==> src/rtl/deserializer_uart_rx.sv <==
// ---------------------------------------------------------------------------
// deserializer_uart_rx
//
// UART receive path. It oversamples the asynchronous serial line, detects a
// start bit, and majority-votes three samples taken around the middle of each
// bit cell. It then checks an optional parity bit and the stop bit. A good
// word is presented on P_DATA_DES together with a one-cycle Data_Valid_DES
// strobe. A bad frame raises one-cycle error strobes instead.
//
// Ports
//   CLK_RX          in   oversampling clock
//   RST_RX          in   synchronous reset, active-high
//   RX_IN_DES       in   serial line, idle high, asynchronous to CLK_RX
//   Prescale_DES    in   CLK_RX cycles per bit (even, >= 8 expected)
//   PAR_EN_DES      in   1: frame carries a parity bit
//   PAR_TYP_DES     in   0: even parity, 1: odd parity
//   P_DATA_DES      out  last good received word
//   Data_Valid_DES  out  1-cycle strobe, P_DATA_DES updated this cycle
//   Par_Err_DES     out  1-cycle strobe, parity mismatch
//   Stp_Err_DES     out  1-cycle strobe, stop bit sampled low
//   Busy_DES        out  high whenever the receiver is not idle
// ---------------------------------------------------------------------------
module deserializer_uart_rx #(
   parameter int DATA_SIZE  = 8,
   parameter int PRESCALE_W = 6
) (
   input  logic                  CLK_RX,
   input  logic                  RST_RX,
   input  logic                  RX_IN_DES,
   input  logic [PRESCALE_W-1:0] Prescale_DES,
   input  logic                  PAR_EN_DES,
   input  logic                  PAR_TYP_DES,
   output logic [DATA_SIZE-1:0]  P_DATA_DES,
   output logic                  Data_Valid_DES,
   output logic                  Par_Err_DES,
   output logic                  Stp_Err_DES,
   output logic                  Busy_DES
);

   localparam int BCW = (DATA_SIZE > 1) ? $clog2(DATA_SIZE) : 1;

   typedef enum logic [2:0] {
      IDLE,
      START,
      DATA,
      PARITY,
      STOP
   } state_t;

   state_t                  state;

   logic                    rx_meta;
   logic                    rx_s;

   logic [PRESCALE_W-1:0]   p_lat;
   logic                    par_en_lat;
   logic                    par_typ_lat;

   logic [PRESCALE_W-1:0]   edge_cnt;
   logic [BCW-1:0]          bit_cnt;
   logic [2:0]              samples;
   logic [DATA_SIZE-1:0]    shift_reg;
   logic                    par_err;

   logic [PRESCALE_W-1:0]   p_even;
   logic [PRESCALE_W-1:0]   p_eff;
   logic [PRESCALE_W-1:0]   half;
   logic [PRESCALE_W-1:0]   samp_first;
   logic [PRESCALE_W-1:0]   samp_last;
   logic [PRESCALE_W-1:0]   eval_point;
   logic [PRESCALE_W-1:0]   last_edge;
   logic                    at_eval;
   logic                    at_wrap;
   logic                    vote;
   logic                    par_expected;

   // The prescale input is sanitised before it is latched. Anything below 8
   // leaves no room for three samples plus the evaluate point, so it is
   // clamped to 8. Odd ratios have no exact middle, so their LSB is dropped.
   assign p_even = {Prescale_DES[PRESCALE_W-1:1], 1'b0};
   assign p_eff  = (Prescale_DES < PRESCALE_W'(8)) ? PRESCALE_W'(8) : p_even;

   // Sample points straddle the bit centre. The vote is taken one cycle after
   // the last sample, so all three samples are settled in the register.
   assign half       = {1'b0, p_lat[PRESCALE_W-1:1]};
   assign samp_first = half - PRESCALE_W'(1);
   assign samp_last  = half + PRESCALE_W'(1);
   assign eval_point = half + PRESCALE_W'(2);
   assign last_edge  = p_lat - PRESCALE_W'(1);
   assign at_eval    = (edge_cnt == eval_point);
   assign at_wrap    = (edge_cnt == last_edge);

   assign vote = (samples[0] & samples[1]) |
                 (samples[0] & samples[2]) |
                 (samples[1] & samples[2]);

   // Value the parity bit should carry for the word in the shift register.
   assign par_expected = (^shift_reg) ^ par_typ_lat;

   // Single sequential process. It holds the input synchronizer, the bit
   // timing counters, the receive FSM and the registered result strobes.
   // The strobes default low every cycle. They are raised only in the STOP
   // evaluate cycle.
   always_ff @(posedge CLK_RX) begin
      if (RST_RX) begin
         state          <= IDLE;
         rx_meta        <= 1'b1;
         rx_s           <= 1'b1;
         p_lat          <= PRESCALE_W'(8);
         par_en_lat     <= 1'b0;
         par_typ_lat    <= 1'b0;
         edge_cnt       <= '0;
         bit_cnt        <= '0;
         samples        <= 3'b111;
         shift_reg      <= '0;
         par_err        <= 1'b0;
         P_DATA_DES     <= '0;
         Data_Valid_DES <= 1'b0;
         Par_Err_DES    <= 1'b0;
         Stp_Err_DES    <= 1'b0;
         Busy_DES       <= 1'b0;
      end else begin
         rx_meta        <= RX_IN_DES;
         rx_s           <= rx_meta;
         Data_Valid_DES <= 1'b0;
         Par_Err_DES    <= 1'b0;
         Stp_Err_DES    <= 1'b0;

         if (state != IDLE) begin
            if (edge_cnt == samp_first) begin
               samples[0] <= rx_s;
            end
            if (edge_cnt == half) begin
               samples[1] <= rx_s;
            end
            if (edge_cnt == samp_last) begin
               samples[2] <= rx_s;
            end
         end

         case (state)
            IDLE: begin
               if (!rx_s) begin
                  state       <= START;
                  Busy_DES    <= 1'b1;
                  edge_cnt    <= '0;
                  bit_cnt     <= '0;
                  p_lat       <= p_eff;
                  par_en_lat  <= PAR_EN_DES;
                  par_typ_lat <= PAR_TYP_DES;
                  par_err     <= 1'b0;
               end
            end

            // A start bit that votes high was only a glitch. Drop back to
            // idle without reporting anything.
            START: begin
               if (at_eval && vote) begin
                  state    <= IDLE;
                  Busy_DES <= 1'b0;
                  edge_cnt <= '0;
               end else if (at_wrap) begin
                  state    <= DATA;
                  edge_cnt <= '0;
               end else begin
                  edge_cnt <= edge_cnt + PRESCALE_W'(1);
               end
            end

            // The word arrives LSB first. Each voted bit enters at the top
            // and moves down, so bit 0 ends up in position 0.
            DATA: begin
               if (at_eval) begin
                  shift_reg <= {vote, shift_reg[DATA_SIZE-1:1]};
               end
               if (at_wrap) begin
                  edge_cnt <= '0;
                  if (bit_cnt == BCW'(DATA_SIZE - 1)) begin
                     bit_cnt <= '0;
                     state   <= par_en_lat ? PARITY : STOP;
                  end else begin
                     bit_cnt <= bit_cnt + BCW'(1);
                  end
               end else begin
                  edge_cnt <= edge_cnt + PRESCALE_W'(1);
               end
            end

            PARITY: begin
               if (at_eval) begin
                  par_err <= (vote != par_expected);
               end
               if (at_wrap) begin
                  edge_cnt <= '0;
                  state    <= STOP;
               end else begin
                  edge_cnt <= edge_cnt + PRESCALE_W'(1);
               end
            end

            // Results are settled halfway through the stop bit. Returning to
            // IDLE right away lets a back-to-back start edge be caught with
            // no dead time.
            STOP: begin
               if (at_eval) begin
                  Stp_Err_DES    <= ~vote;
                  Par_Err_DES    <= par_err;
                  Data_Valid_DES <= vote & ~par_err;
                  if (vote && !par_err) begin
                     P_DATA_DES <= shift_reg;
                  end
                  state    <= IDLE;
                  Busy_DES <= 1'b0;
                  edge_cnt <= '0;
               end else begin
                  edge_cnt <= edge_cnt + PRESCALE_W'(1);
               end
            end

            default: begin
               state    <= IDLE;
               Busy_DES <= 1'b0;
               edge_cnt <= '0;
            end
         endcase
      end
   end

endmodule
==> config.mk <==
export PLATFORM = sky130hd
export DESIGN_NAME = deserializer_uart_rx
export DESIGN_NICKNAME = d
export VERILOG_FILES = /design/src/rtl/deserializer_uart_rx.sv
export SDC_FILE = /design/constraint.sdc
export NUM_CORES = 1
export LEC_CHECK = 0
export ABC_AREA = 1
export CORE_ASPECT_RATIO = 1.4
export CORE_MARGIN = 1.5
export CORE_UTILIZATION = 50
export DETAILED_ROUTE_END_ITERATION = 8
export GPL_TIMING_DRIVEN = 1
export PLACE_DENSITY = 0.74
export SYNTH_ARGS = -nofsm -noshare
export SYNTH_HDL_FRONTEND = slang
export SYNTH_SLANG_ARGS = --single-unit
==> constraint.sdc <==
create_clock -name CLK_RX -period 2 [get_ports CLK_RX]
set_clock_uncertainty 0.15 [all_clocks]
set_input_delay 0.3 -clock CLK_RX [delete_from_list [all_inputs] [get_ports CLK_RX]]
set_output_delay 0.3 -clock CLK_RX [all_outputs]
set_load 0.01 [all_outputs]
==> run_results.csv <==
group,metric,value,unit
setup_path,path_cells,"buf_6 -> ha_4 -> nand3_2 -> nand2_1 -> nand2_2 -> nor2_4 -> nand3_4 -> nand2_4 -> nand2_4 -> nor2_4 -> nand2_2 -> o21ai_2 -> inv_1",
yosys,syn_nets,381,
sta,setup_ws,0.0441,ns
setup_path,crit_type,"flip-flop to flip-flop",
yosys,netlist_instances,363,
sta,worstMarginPinSlew,0.632,ns
floorplanning,die_w,63.1,um
power_and_ir_drop,pwr-share-seq,39.0,%
power_and_ir_drop,vdd_drop_max,0.000755,V
setup_path,crit_path_start,"p_lat[2]",
setup_path,critPathArrivalTime,2.00,ns
drt,drt-initial-drc-count,113,
floorplanning,core,4840,um^2
clocking,cts.sinks,45,
sta,fin_crit_sh,97.8,%
clocking,htreeDepth,2,
sta,fin_setup_tns,0,ns
drt,wl_per_cell,12.1,um
power_and_ir_drop,power.share.switching,39.7,%
setup_path,critPathMaxStageDelay,0.37,ns
setup_path,worstReg2RegEnd,"state[0]",
yosys,yosysUniqueCellTypes,33,
grt,grt-ovfl-total,0,
yosys,synth-seq-cells,45,
final_layout,fin_area,3100,um^2
clocking,clk-insertion-delay-late,0.30,ns
power_and_ir_drop,power_switching,1080,uW
power_and_ir_drop,p_leak,0.00138,uW
yosys,synthTopCellsByCount,"nand2_1 (76), dfxtp_1 (45), inv_1 (43)",
final_layout,diodes,0,
yosys,synth_area,2520,um^2
yosys,yosys.area.top_type,"dfxtp_1",
power_and_ir_drop,cellPowerDensity,875,nW/um^2
drt,final_antenna_net_count,0,
final_layout,fin_util,64.1,%
placement,hpwlAfterDp,4.20,mm
yosys,yosysSeqAreaShare,35.7,%
final_layout,nFillCells,457,
yosys,synth.top_cell.area_share,35.7,%
grt,antenna_found_initial,0,
sta,hold_violations,0,
floorplanning,die_area,5490,um^2
clocking,path_clk_slew,0.09,ns
grt,grt_max_degree,33,
placement,portBuffers,21,
clocking,cts-root-buf,"clkbuf_8",
drt,vias,2346,
worst_hold_path,hold_path_depth,1,
worst_hold_path,min_from,"rx_meta",
sta,slew_headroom,57.7,%
sta,post-route-min-period,1.96,ns
yosys,yosysMostFrequentCell,"nand2_1",
sta,finalMaxSlewViolations,0,
grt,track_usage,22.0,%
power_and_ir_drop,p_clk_share,21.5,%
placement,place_ws,-0.0428,ns
setup_path,cp-start-kind,"flip-flop",
clocking,cts_buffer_depth,2,
worst_hold_path,holdPathEnd,"rx_s",
grt,grt_pass1_wl,9.65,mm
floorplanning,pin_count,23,
drt,avgViaCountPerCell,5.05,
clocking,numCtsBuffers,5,
status,status,"complete, no violations",
run,max_cap_viol_count,0,
sta,setup_viol,0,
floorplanning,die_h,87.1,um
final_layout,fin_nets,418,
yosys,syn_area_per_cell,6.96,um^2
setup_path,cp_max_fo,4,
setup_path,cp.required,2.05,ns
setup_path,r2r_setup_slack,0.04,ns
setup_path,cp-end-kind,"flip-flop",
drt,dr.pass1.iters,4,
final_layout,area_growth_syn_to_layout,22.9,%
grt,grt_pass1_vias,2289,
power_and_ir_drop,combPwrFrac,39.5,%
yosys,synth-main-ff-cell,"dfxtp_1",
placement,finalWeightedCongestion,0.927,
yosys,async_flop_share,0,%
yosys,synth_warnings,0,
yosys,synth-edff-count,0,
sta,max_freq,511,MHz
floorplanning,start_util,52.1,%
setup_path,crit-reg2reg-launch,"p_lat[2]",
final_layout,layout-drive-gt1-share,18.7,%
clocking,cts_tree,"yes",
worst_hold_path,hp-class,"flip-flop to flip-flop",
drt,drc,0,
setup_path,r2r_cells,13,
setup_path,critPathSlowestCell,"dfxtp_2",
sta,rsz0062_at_grt,"yes",
floorplanning,row_count,30,
yosys,ys_top_cells_by_area,"dfxtp_1 (36%), nand2_1 (11%), inv_1 (6.4%)",
placement,placed_area,2870,um^2
power_and_ir_drop,p_int,1640,uW
clocking,hold_buffers,0,
drt,routed_wl,5.63,mm
==> kinds of logic (layout without fill, tap and decap cells) <==
family | after synthesis | count (layout) | synth area share (%)
xor+xnor | 18 | 18 | 6.24
compound gates | 64 | 64 | 13.1
simple gates | 168 | 168 | 30.9
buf+inv | 60 | 98 | 10.2
flops | 45 | 45 | 35.7
fa+ha+maj | 8 | 8 | 3.87
==> worst max path at each step <==
stage               slack [ns]  depth (start not counted)          to
floorplan                 0.07                         11    state[0]
global placement         -0.02                          9  samples[0]
detailed placement       -0.04                         14    state[0]
CTS                     0.0009                         13    state[0]
global route              -0.1                         15    state[1]
finish                    0.04                         13    state[0]
==> repair_timing <==
action | 4_1_cts | 5_1_grt
buffers inserted | 0 | 2
pin swaps | 3 | 10
setup endpoints to repair | 13 | 30
endpoints found under the hold margin | 0 | 0
resized for setup | 11 | 27
cloned | 0 | 0
==> stage by stage <==
step	hold WS, ns	instances	power, uW
floorplan	0.239	363	1800
global placement	0.244	455	2030
detailed placement	0.244	455	2050
CTS	0.264	463	2660
global route	0.287	465	2910
finish	0.262	465	2710
==> critical path: cells and delay by family (launching register included) <==
family                   cells  cell delay [ns]
AO/OA/AOI/OAI                1             0.13
adder cells (fa/ha/maj)      1             0.15
buffers and inverters        2             0.16
flip-flops                   1             0.37
AND/OR/NAND/NOR              9             0.91
==> cell type report <==
cell class              instances  area (um^2)  area share [%]
clock buffers                   5         68.8            2.22
multi-input cells             258         1470            47.5
repair buffers                 39          349            11.2
flip-flops and latches         45          908            29.3
inverters                      51          199            6.41
well taps                      64         80.1            2.58
clock inverters                 3         25.0           0.806
==> power groups by stage <==
stage | Sequential (uW) | Clock [uW] | Combinational, uW
3_3_place_gp | 1070 | 0 | 957
5_1_grt | 1070 | 633 | 1200
6_report | 1060 | 584 | 1070
2_1_floorplan | 1050 | 0 | 754
3_5_place_dp | 1070 | 0 | 979
4_1_cts | 1050 | 606 | 999
==> metal layers <==
layer  GRT usage (%)  vias to the layer above  routed length (um)
met1            23.8                     1072                2360
met2            42.2                       34                3020
li1                -                     1232                   -
met5               0                        -                   0
met3            3.10                        8                 139
met4            9.29                        0                 115
==> cell usage in the layout (no fill, tap or decap), types with 4 or more instances in the layout <==
master | synthesis | layout
nor2_1 | 42 | 41
xor2_1 | 11 | 11
ha_1 | 7 | 4
o21ai_1 | 1 | 8
inv_1 | 43 | 40
o21ai_0 | 30 | 22
nand4_1 | 4 | 4
nand2_1 | 76 | 69
nand3_1 | 20 | 18
a21oi_1 | 28 | 27
nand2_2 | 5 | 12
nor3_1 | 5 | 5
dfxtp_1 | 45 | 41
clkdlybuf4s50_1 | 0 | 21
clkbuf_8 | 0 | 5
inv_2 | 6 | 8
xnor2_1 | 7 | 7
buf_4 | 1 | 17
Power figures use the tool's default switching activity.
